==> src/rtl/dmem_axil_pkg.sv <==
// Shared types and constants for the core data-memory to AXI4-Lite bridge.
package dmem_axil_pkg;

    // Bridge sequencing states.
    typedef enum logic [2:0] {
        IDLE  = 3'd0,
        WADDR = 3'd1,
        WRESP = 3'd2,
        RADDR = 3'd3,
        RDATA = 3'd4,
        DONE  = 3'd5
    } state_e;

    // AXI response codes.
    localparam logic [1:0] RESP_OKAY   = 2'b00;
    localparam logic [1:0] RESP_SLVERR = 2'b10;
    localparam logic [1:0] RESP_DECERR = 2'b11;

    // Unprivileged, secure, data access.
    localparam logic [2:0] AXI_PROT = 3'b000;

    // SLVERR and DECERR both carry bit 1 set; EXOKAY is not used on AXI4-Lite.
    function automatic logic resp_is_err(input logic [1:0] resp);
        return resp[1];
    endfunction

endpackage

==> src/rtl/dmem_axil_bridge.sv <==
// Bridges the core's single-cycle data request port onto an AXI4-Lite master.
// One access is in flight at a time; the core is stalled until it completes,
// and the completion is visible for exactly one cycle in DONE.
module dmem_axil_bridge #(
    parameter int ADDR_W = 32
) (
    input  logic              clk,
    input  logic              reset,
    input  logic              req_mem,
    input  logic              we,
    input  logic [31:0]       addr,
    input  logic [31:0]       wdata,
    input  logic [3:0]        wmask,
    output logic [31:0]       rdata,
    output logic              data_stall,
    output logic              data_err,
    output logic              m_awvalid,
    input  logic              m_awready,
    output logic [ADDR_W-1:0] m_awaddr,
    output logic [2:0]        m_awprot,
    output logic              m_wvalid,
    input  logic              m_wready,
    output logic [31:0]       m_wdata,
    output logic [3:0]        m_wstrb,
    input  logic              m_bvalid,
    output logic              m_bready,
    input  logic [1:0]        m_bresp,
    output logic              m_arvalid,
    input  logic              m_arready,
    output logic [ADDR_W-1:0] m_araddr,
    output logic [2:0]        m_arprot,
    input  logic              m_rvalid,
    output logic              m_rready,
    input  logic [31:0]       m_rdata,
    input  logic [1:0]        m_rresp
);
    import dmem_axil_pkg::*;

    state_e              state_q, state_d;
    logic                aw_done_q, aw_done_d;
    logic                w_done_q, w_done_d;
    logic                err_q, err_d;
    logic [ADDR_W-3:0]   addr_q;
    logic [31:0]         wdata_q;
    logic [3:0]          wmask_q;
    logic [31:0]         rdata_q;
    logic                accept;
    logic                rd_capture;
    logic                aw_hs;
    logic                w_hs;

    // Byte offset and response bit 0 carry no information for word-aligned AXI-Lite.
    logic unused_bits;
    assign unused_bits = ^{addr, m_bresp[0], m_rresp[0]};

    // Valid/ready are pure decodes of state and done flags, never of AXI inputs.
    assign m_awvalid  = (state_q == WADDR) && !aw_done_q;
    assign m_wvalid   = (state_q == WADDR) && !w_done_q;
    assign m_bready   = (state_q == WRESP);
    assign m_arvalid  = (state_q == RADDR);
    assign m_rready   = (state_q == RDATA);
    assign data_stall = (state_q == WADDR) || (state_q == WRESP) ||
                        (state_q == RADDR) || (state_q == RDATA);
    assign data_err   = (state_q == DONE) && err_q;

    assign m_awaddr   = {addr_q, 2'b00};
    assign m_araddr   = {addr_q, 2'b00};
    assign m_awprot   = AXI_PROT;
    assign m_arprot   = AXI_PROT;
    assign m_wdata    = wdata_q;
    assign m_wstrb    = wmask_q;
    assign rdata      = rdata_q;

    assign aw_hs = m_awvalid && m_awready;
    assign w_hs  = m_wvalid && m_wready;

    // Next-state decode: request acceptance, AW/W join, response capture.
    always_comb begin
        state_d    = state_q;
        aw_done_d  = aw_done_q;
        w_done_d   = w_done_q;
        err_d      = err_q;
        accept     = 1'b0;
        rd_capture = 1'b0;
        unique case (state_q)
            IDLE, DONE: begin
                if (req_mem) begin
                    accept    = 1'b1;
                    aw_done_d = 1'b0;
                    w_done_d  = 1'b0;
                    state_d   = we ? WADDR : RADDR;
                end else begin
                    state_d = IDLE;
                end
            end
            WADDR: begin
                aw_done_d = aw_done_q || aw_hs;
                w_done_d  = w_done_q || w_hs;
                if ((aw_done_q || aw_hs) && (w_done_q || w_hs)) begin
                    state_d = WRESP;
                end
            end
            WRESP: begin
                if (m_bvalid) begin
                    err_d   = resp_is_err(m_bresp);
                    state_d = DONE;
                end
            end
            RADDR: begin
                if (m_arready) begin
                    state_d = RDATA;
                end
            end
            RDATA: begin
                if (m_rvalid) begin
                    rd_capture = 1'b1;
                    err_d      = resp_is_err(m_rresp);
                    state_d    = DONE;
                end
            end
            default: begin
                state_d = IDLE;
            end
        endcase
    end

    // Control state: FSM, channel-done flags and the completion error.
    always_ff @(posedge clk or posedge reset) begin
        if (reset) begin
            state_q   <= IDLE;
            aw_done_q <= 1'b0;
            w_done_q  <= 1'b0;
            err_q     <= 1'b0;
        end else begin
            state_q   <= state_d;
            aw_done_q <= aw_done_d;
            w_done_q  <= w_done_d;
            err_q     <= err_d;
        end
    end

    // Request latch: holds the bus-facing address/data for the whole access.
    always_ff @(posedge clk or posedge reset) begin
        if (reset) begin
            addr_q  <= '0;
            wdata_q <= '0;
            wmask_q <= '0;
        end else if (accept) begin
            addr_q  <= addr[ADDR_W-1:2];
            wdata_q <= wdata;
            wmask_q <= wmask;
        end
    end

    // Load data register: updated only by a completed read, even on error.
    always_ff @(posedge clk or posedge reset) begin
        if (reset) begin
            rdata_q <= '0;
        end else if (rd_capture) begin
            rdata_q <= m_rdata;
        end
    end

endmodule

==> config.mk <==
export PLATFORM = sky130hd
export DESIGN_NAME = dmem_axil_bridge
export DESIGN_NICKNAME = d
export VERILOG_FILES = /design/src/rtl/dmem_axil_pkg.sv /design/src/rtl/dmem_axil_bridge.sv
export SDC_FILE = /design/constraint.sdc
export NUM_CORES = 1
export LEC_CHECK = 0
export CAP_MARGIN = 20
export CORE_AREA = 8 8 117 119
export DETAILED_ROUTE_END_ITERATION = 6
export DIE_AREA = 0 0 125 127
export PLACE_DENSITY = 0.8
export SLEW_MARGIN = 40
export SYNTH_ARGS = -nofsm -noshare
export SYNTH_HDL_FRONTEND = slang
export SYNTH_SLANG_ARGS = --single-unit
==> constraint.sdc <==
create_clock -name clk -period 4.2 [get_ports clk]
set_clock_uncertainty 0.1 [all_clocks]
set_input_delay 0.84 -clock clk [delete_from_list [all_inputs] [get_ports clk]]
set_output_delay 0.84 -clock clk [all_outputs]
set_load 0.05 [all_outputs]
==> results of run 1 <==
## critical path, cell delays in order (launching register included)
cell and delay, ns:
dfrtp_1 0.52, inv_1 0.25, nand2_1 0.13, nor3_1 0.17
clkdlybuf4s50_1 0.85
## state kept, by name, indices dropped and copies added, names as in the netlist
| name | cells |
|---|---|
| aw_done_q | 1 |
| w_done_q | 1 |
| err_q | 1 |
| addr_q | 30 |
| rdata | 32 |
| m_wstrb | 4 |
| state_q | 3 |
| m_wdata | 32 |
## per-layer routing
metal  vias to the layer above  GRT usage, %  part of all wire (%)
met5                         -             0                     0
met4                         0          5.52                   1.4
met3                        13          6.07                   8.6
met2                       155          27.5                    51
met1                      1551          17.2                    39
li1                       1423             -                     -
## per-stage QoR
stage / hold slack [ns] / cells
4_1_cts: 0.388 / 664
3_5_place_dp: 0.374 / 651
5_1_grt: 0.401 / 664
2_1_floorplan: 0.381 / 311
6_report: 0.383 / 664
3_3_place_gp: 0.368 / 651
## worst max-delay path by stage
stage                           end  cells past startpoint
after floorplan           addr_q[0]                      1
after global placement     m_wvalid                      4
after detailed placement   m_wvalid                      4
after CTS                  m_wvalid                      4
after global routing       m_wvalid                      4
final                      m_wvalid                      4
## cell usage in the layout (no fill, tap or decap), types with 2 or more instances in the layout
| cell type | count |
|---|---|
| clkdlybuf4s50_1 | 243 |
| dfrtp_1 | 104 |
| clkbuf_16 | 9 |
| nand2_1 | 4 |
| nor2b_1 | 2 |
| nor2_1 | 3 |
| o21ai_0 | 2 |
| clkbuf_1 | 2 |
| mux2_1 | 40 |
| nand2b_1 | 4 |
| o22a_1 | 2 |
| nand3b_1 | 2 |
| a21oi_1 | 5 |
| o2bb2ai_1 | 3 |
| buf_4 | 3 |
| mux2_2 | 60 |
| nor3_1 | 3 |
| conb_1 | 10 |
## area by class of cell
cell class,instances,area (µm²),share of cell area [%]
clock inverter,1,30.0,0.429
clock buffer,12,246,3.52
inverter,2,12.5,0.179
multi-input combinational,151,1450,20.7
tap,147,184,2.63
sequential,104,2600,37.2
timing repair buffer,247,2470,35.4
## logic make-up after synthesis
| group | Yosys count |
|---|---|
| buffers and inverters | 56 |
| xor gates and xnor gates | 1 |
| DFF | 104 |
| muxes | 100 |
| AOI/OAI and AO/OA | 15 |
| and+or+nand+nor | 25 |
| other | 1 |
==> out/qor.yml, run 1 <==
outcome:
  status: "completed"
sta:
  hold_viol: 0
  drv_slew: 0
  fmax_ghz: 0.313
  period_share_pct: 76.0
  rsz0062_at_grt: "false"
  finalSetupTns_ns: 0
  setup_viol: 0
  relSlewSlack_pct: 51.2
  max_slew.worst_pin.slew_ns: 0.732
  worst_slack_ns: 1.01
  fin_crit_ns: 3.19
floorplanning:
  row_count: 40
  start_util_pct: 37.3
  die_w_um: 125
  die-area_um2: 15900
  dieHeight_um: 127
  core_um2: 11800
  pin_count: 258
route:
  drt_iter0_drc: 138
  routed-via-count: 3142
  wl_per_cell_um: 18.6
  first_pass_iters: 4
  drt-total-wl_um: 12400
  antenna_left: 0
  vias_per_cell: 4.73
  drc_errors: 0
cells_and_area:
  diodes: 0
  fin_area_um2: 7000
  nets: 628
  drive_above_1_share_pct: 15.3
  area_growth_pct: 58.9
  fill_cells: 989
  finish.utilization_pct: 59.3
synth:
  synth_edf_count: 0
  syn-cell-area_um2: 4410
  yosysMostFrequentCell: "dfrtp_1"
  synthMuxAreaShare_pct: 25.6
  synth_top_cells_by_count: "dfrtp_1 (104), mux2_2 (60), buf_4 (41)"
  synth.top_cell.area_share_pct: 59.1
  async_flop_share_pct: 100
  synth_compound_area_share_pct: 2.27
  synth_area_leader_cell: "dfrtp_1"
  synth_xor_area_share_pct: 0.199
  yosys.area_share.adder_pct: 0
  synthCells: 302
  synthTopCellsByArea: "dfrtp_1 (59%), mux2_2 (15%), mux2_1 (10%)"
  synth_top_family_by_area: "multiplexers"
  synth_warnings: 0
  synth_top_flop_cell: "dfrtp_1"
  synth.distinct_cells: 30
  avgSynthCellArea_um2: 14.6
  ys_seq_area_share_pct: 59.1
  ys_seq_elements: 104
  yosys.area_share.simple_pct: 3.69
clock_tree:
  cts_resized: 0
  cts_setup_buffers: 0
  cts_inserted_buffers: 9
  clk_pin_slew_ns: 0.06
  worst_skew_pair.late_latency_ns: 0.33
  clock_sinks: 104
  cts_tree: "yes"
  cts_buffer_depth: 2
  cts_root_buf: "clkbuf_16"
  htree_levels: 3
  ctsHoldBuffers: 0
worst_hold_path:
  min_path_type: "reg -> reg"
  min_from: "m_wdata[7]"
  hold_depth: 1
  hold_end: "m_wdata[7]"
placement:
  dp_hpwl_um: 9880
  gp_congestion: 0.769
  dp_slack_ns: 1.35
  dpl_cell_area_um2: 6720
  port_buffers: 243
worst_setup_path:
  rr_worst_depth: 4
  critPathLaunchType: "flop"
  r2r-end: "addr_q[7]"
  r2r_start: "state_q[2]"
  arrival_ns: 2.25
  worstPathRequired_ns: 3.26
  startpoint: "state_q[1]"
  crit_path_max_fanout: 11
  r2r_setup_slack_ns: 2.04
  worstSetupPathType: "reg -> out"
  cp-end-kind: "output pin"
global_route:
  grt_pass1_vias: 3485
  antenna_found_initial: 0
  grt_pass1_wl_um: 19800
  grt_max_degree: 81
  grt_usage_pct: 15.7
  gr-total-overflow: 0
flow_run:
  cap_violations: 0
Power of run 1 is left out: the tool's default activity adds up to more than one toggle a clock period on the data nets, which glitch-free logic cannot reach.
==> inputs of run 2 (changes only) <==
--- a/config.mk
+++ b/config.mk
@@ -6,10 +6,10 @@
 export NUM_CORES = 1
 export LEC_CHECK = 0
 export CAP_MARGIN = 20
-export CORE_AREA = 8 8 117 119
+export CORE_AREA = 8 8 123 125
 export DETAILED_ROUTE_END_ITERATION = 6
-export DIE_AREA = 0 0 125 127
-export PLACE_DENSITY = 0.8
+export DIE_AREA = 0 0 131 133
+export PLACE_DENSITY = 0.76
 export SLEW_MARGIN = 40
 export SYNTH_ARGS = -nofsm -noshare
 export SYNTH_HDL_FRONTEND = slang
==> constraint.sdc (replaced) <==
create_clock -name clk -period 2.6 [get_ports clk]
set_clock_uncertainty 0.1 [all_clocks]
set_input_delay 0.52 -clock clk [delete_from_list [all_inputs] [get_ports clk]]
set_output_delay 0.52 -clock clk [all_outputs]
set_load 0.05 [all_outputs]
==> run 2 against run 1 <==
- global-route usage is 1.8 points lower
- non-clock buffer count rose by 2
- wire length decreased by 0.51%
- sequential share of layout area is 0.39 points lower
- flip-flop and latch count unchanged
- first-iteration DRC count is 62% lower
- core utilization decreased by 5.2 points
- final cell count is 5.0% higher
- critical endpoint is now m_awvalid
- highest routed layer unchanged
==> out/qor.yml, run 2 (synthesis results as in run 1) <==
worst_setup_path:
  max_stage_delay_ns: 0.54
  crit_buf_inv: 2
  cp-end-kind: "output pin"
  path_delay_family: "flip-flops"
  critPathLaunchType: "flop"
  r2r_start: "state_q[0]"
  cp_slowest_cell: "dfrtp_1"
  worstSetupPathType: "reg -> out"
  r2r-end: "m_wdata[19]"
  path_cells: "inv_1, nand2_1, nor3_1, buf_4"
  r2r_setup_slack_ns: 0.62
  rr_worst_depth: 4
  crit_path_max_fanout: 11
  worstPathRequired_ns: 1.98
  arrival_ns: 1.63
route:
  m1WireLength_um: 4360
  first_pass_iters: 4
  vias_per_cell: 4.44
  wl_met2_um: 6240
  drc_errors: 0
  antenna_left: 0
  top_layer_used: "met4"
  wl_per_cell_um: 17.6
  drt-total-wl_um: 12300
  drt_iter0_drc: 53
  routed-via-count: 3093
  wl_met3_um: 1550
floorplanning:
  pin_count: 258
  die-area_um2: 17400
  dieHeight_um: 133
  die_w_um: 131
  row_count: 42
  start_util_pct: 33.7
  core_um2: 13100
global_route:
  grt_pass1_vias: 3363
  grt_usage_pct: 14.0
  grt_max_degree: 105
  antenna_found_initial: 0
  grt_pass1_wl_um: 18900
  gr-total-overflow: 0
sta:
  period_share_pct: 86.6
  worst_slack_ns: 0.349
  fmax_ghz: 0.444
  setup_viol: 0
  max_slew.worst_pin.slew_ns: 0.578
  finalSetupTns_ns: 0
  fin_crit_ns: 2.25
  hold_viol: 0
  drv_slew: 0
  relSlewSlack_pct: 61.3
  rsz0062_at_grt: "false"
cells_and_area:
  area_growth_pct: 60.6
  diodes: 0
  final_cell_mix: "clkdlybuf4s50_1 (236), dfrtp_1 (104), mux2_2 (60)"
  final_common_cell: "clkdlybuf4s50_1"
  fill_cells: 1082
  drive_above_1_share_pct: 17.5
  stdcell_count: 697
  finish.utilization_pct: 54.1
  nets: 630
placement:
  dp_hpwl_um: 9700
  port_buffers: 243
  place_inst: 682
  dp_slack_ns: 0.152
  gp_congestion: 0.796
clock_tree:
  cts_buffer_depth: 2
  worst_skew_pair.late_latency_ns: 0.33
  clock_sinks: 104
  cts_root_buf: "clkbuf_16"
  clk_pin_slew_ns: 0.07
  htree_levels: 3
  ctsHoldBuffers: 0
  cts_inserted_buffers: 9
  cts_tree: "yes"
  cts_resized: 0
  cts_setup_buffers: 0
worst_hold_path:
  min_path_type: "reg -> reg"
  hold_end: "m_wdata[27]"
  min_from: "m_wdata[27]"
  hold_depth: 1
outcome:
  status: "completed"
flow_run:
  cap_violations: 0
## run 2: how the worst max path moves through the flow
stage	start	end	slack [ns]	depth (start not counted)
global route	state_q[1]	m_awvalid	0.22	4
finish	state_q[1]	m_awvalid	0.35	4
floorplan	state_q[0]	m_awvalid	0.08	3
global placement	req_mem	addr_q[26]	0.21	4
detailed placement	req_mem	m_wdata[19]	0.15	4
CTS	state_q[1]	m_awvalid	0.33	4
## run 2: cell type report
| class | instances | area [µm²] | share of cell area, % |
|---|---|---|---|
| inverters | 2 | 11.3 | 0.159 |
| multi-input cells | 151 | 1460 | 20.6 |
| flip-flops and latches | 104 | 2600 | 36.8 |
| repair buffers | 249 | 2500 | 35.3 |
| clock inverters | 3 | 42.5 | 0.601 |
| clock buffers | 12 | 246 | 3.48 |
| well taps | 176 | 220 | 3.11 |
## run 2: metrics by stage
step | hold slack, ns | cell area (µm²)
finish | 0.387 | 7080
global placement | 0.366 | 6790
floorplan | 0.381 | 4450
global route | 0.402 | 7080
detailed placement | 0.375 | 6790
CTS | 0.389 | 7080
## run 2: routing by layer
layer / GRT usage [%] / vias to the layer above
met5: 0 / -
met4: 4.47 / 0
met3: 5.79 / 11
met2: 24.2 / 153
met1: 14.9 / 1500
li1: - / 1429
Power of run 2 is left out for the same reason.
==> inputs of run 3 (changes only) <==
--- a/config.mk
+++ b/config.mk
@@ -6,10 +6,11 @@
 export NUM_CORES = 1
 export LEC_CHECK = 0
 export CAP_MARGIN = 20
-export CORE_AREA = 8 8 123 125
+export CORE_AREA = 8 8 113 115
+export CTS_CLUSTER_SIZE = 10
 export DETAILED_ROUTE_END_ITERATION = 6
-export DIE_AREA = 0 0 131 133
-export PLACE_DENSITY = 0.76
+export DIE_AREA = 0 0 121 123
+export PLACE_DENSITY = 0.85
 export SLEW_MARGIN = 40
 export SYNTH_ARGS = -nofsm -noshare
 export SYNTH_HDL_FRONTEND = slang
==> constraint.sdc (replaced) <==
create_clock -name clk -period 2.65 [get_ports clk]
set_clock_uncertainty 0.1 [all_clocks]
set_input_delay 0.53 -clock clk [delete_from_list [all_inputs] [get_ports clk]]
set_output_delay 0.53 -clock clk [all_outputs]
set_load 0.05 [all_outputs]
==> run 3 against run 2 <==
- setup slack worse by 0.015 ns
- sequential share of layout area increased by 0.12 points
- wire length fell by 0.46%
- final area shrank 0.32%
- non-clock buffer count down 1
- flip-flop and latch count unchanged
- global-route usage rose by 1.9 points
- critical path depth unchanged
- highest routed layer unchanged
==> out/qor.yml, run 3 (synthesis results as in run 1) <==
placement:
  dp_hpwl_um: 9760
  place_inst: 648
  dpl_cell_area_um2: 6740
  gp_congestion: 0.765
  port_buffers: 243
floorplanning:
  dieHeight_um: 123
  die_w_um: 121
  core_um2: 11100
  pin_count: 258
  die-area_um2: 14900
  row_count: 39
  start_util_pct: 39.8
cells_and_area:
  diodes: 0
  nets: 629
  area_growth_pct: 60.1
  stdcell_count: 664
  fin_area_um2: 7050
  drive_above_1_share_pct: 17.9
  fill_cells: 862
  final_cell_mix: "clkdlybuf4s50_1 (236), dfrtp_1 (104), mux2_2 (60)"
  final_common_cell: "clkdlybuf4s50_1"
worst_hold_path:
  hold_depth: 1
  min_path_type: "reg -> reg"
  min_from: "m_wdata[19]"
route:
  drt_iter0_drc: 150
  routed-via-count: 3119
  drc_errors: 0
  antenna_left: 0
  drt-total-wl_um: 12200
  wl_per_cell_um: 18.4
  vias_per_cell: 4.70
  first_pass_iters: 4
clock_tree:
  clock_sinks: 104
  worst_skew_pair.late_latency_ns: 0.33
  clk_pin_slew_ns: 0.07
  ctsHoldBuffers: 0
  cts_resized: 0
  cts_buffer_depth: 2
  cts_tree: "yes"
  htree_levels: 3
  cts_inserted_buffers: 9
  cts_setup_buffers: 0
  cts_root_buf: "clkbuf_16"
sta:
  hold_viol: 0
  fmax_ghz: 0.432
  period_share_pct: 87.4
  fin_crit_ns: 2.32
  max_slew.worst_pin.slew_ns: 0.559
  setup_viol: 0
  relSlewSlack_pct: 62.8
  fin_worst_hold_slack_ns: 0.385
  finalSetupTns_ns: 0
  rsz0062_at_grt: "false"
  drv_slew: 0
flow_run:
  cap_violations: 0
worst_setup_path:
  path_delay_family: "flip-flops"
  crit_path_max_fanout: 11
  r2r_setup_slack_ns: 0.50
  worstPathRequired_ns: 2.02
  worstSetupPathType: "reg -> out"
  arrival_ns: 1.69
  cp-end-kind: "output pin"
  critPathLaunchType: "flop"
  cp_slowest_cell: "dfrtp_1"
  max_stage_delay_ns: 0.54
  startpoint: "state_q[1]"
  path_cells: "inv_1, nand2_1, nor3_1, buf_4"
  r2r_start: "state_q[2]"
  crit_cells: 4
  rr_worst_depth: 4
  crit_buf_inv: 2
global_route:
  grt_pass1_vias: 3468
  grt_pass1_wl_um: 18700
  grt_max_degree: 67
  grt_usage_pct: 15.9
  gr-total-overflow: 0
  antenna_found_initial: 0
outcome:
  status: "completed"
==> run 3: per-stage QoR <==
step / worst slack [ns] / utilization, %
floorplan: 0.123 / -
global placement: 0.316 / 60.8
detailed placement: 0.265 / 60.8
CTS: 0.319 / 63.7
global route: 0.227 / 63.7
finish: 0.334 / 63.7
==> run 3: metal layers <==
layer	GRT usage, %	vias to the layer above	part of all wire, %
li1	-	1433	-
met5	0	-	0
met3	5.21	15	7.9
met1	17.2	1544	36
met2	28.7	127	54
met4	5.15	0	1.5
==> run 3: worst paths after layout <==
path	to
setup / recovery	m_awvalid
min in group asynchronous	aw_done_q
max in group asynchronous	rdata[20]
hold / removal	m_wdata[19]
hold reg to reg	m_wdata[19]
setup reg to reg	m_wdata[20]
==> run 3: layout make-up <==
| cell class | instances | area [µm²] | area share (%) |
|---|---|---|---|
| inverter | 2 | 11.3 | 0.160 |
| tap | 143 | 179 | 2.54 |
| multi-input combinational | 151 | 1460 | 20.6 |
| clock inverter | 5 | 62.6 | 0.887 |
| clock buffer | 11 | 253 | 3.58 |
| timing repair buffer | 248 | 2490 | 35.3 |
| sequential | 104 | 2600 | 36.9 |
==> run 3: worst reg2reg max path: stages (launching register included) <==
cell,delay [ns]
dfrtp_1,0.57
nor2b_1,0.26
nor4b_4,0.32
buf_12,0.35
mux2_1,0.43
Power of run 3 is left out for the same reason.
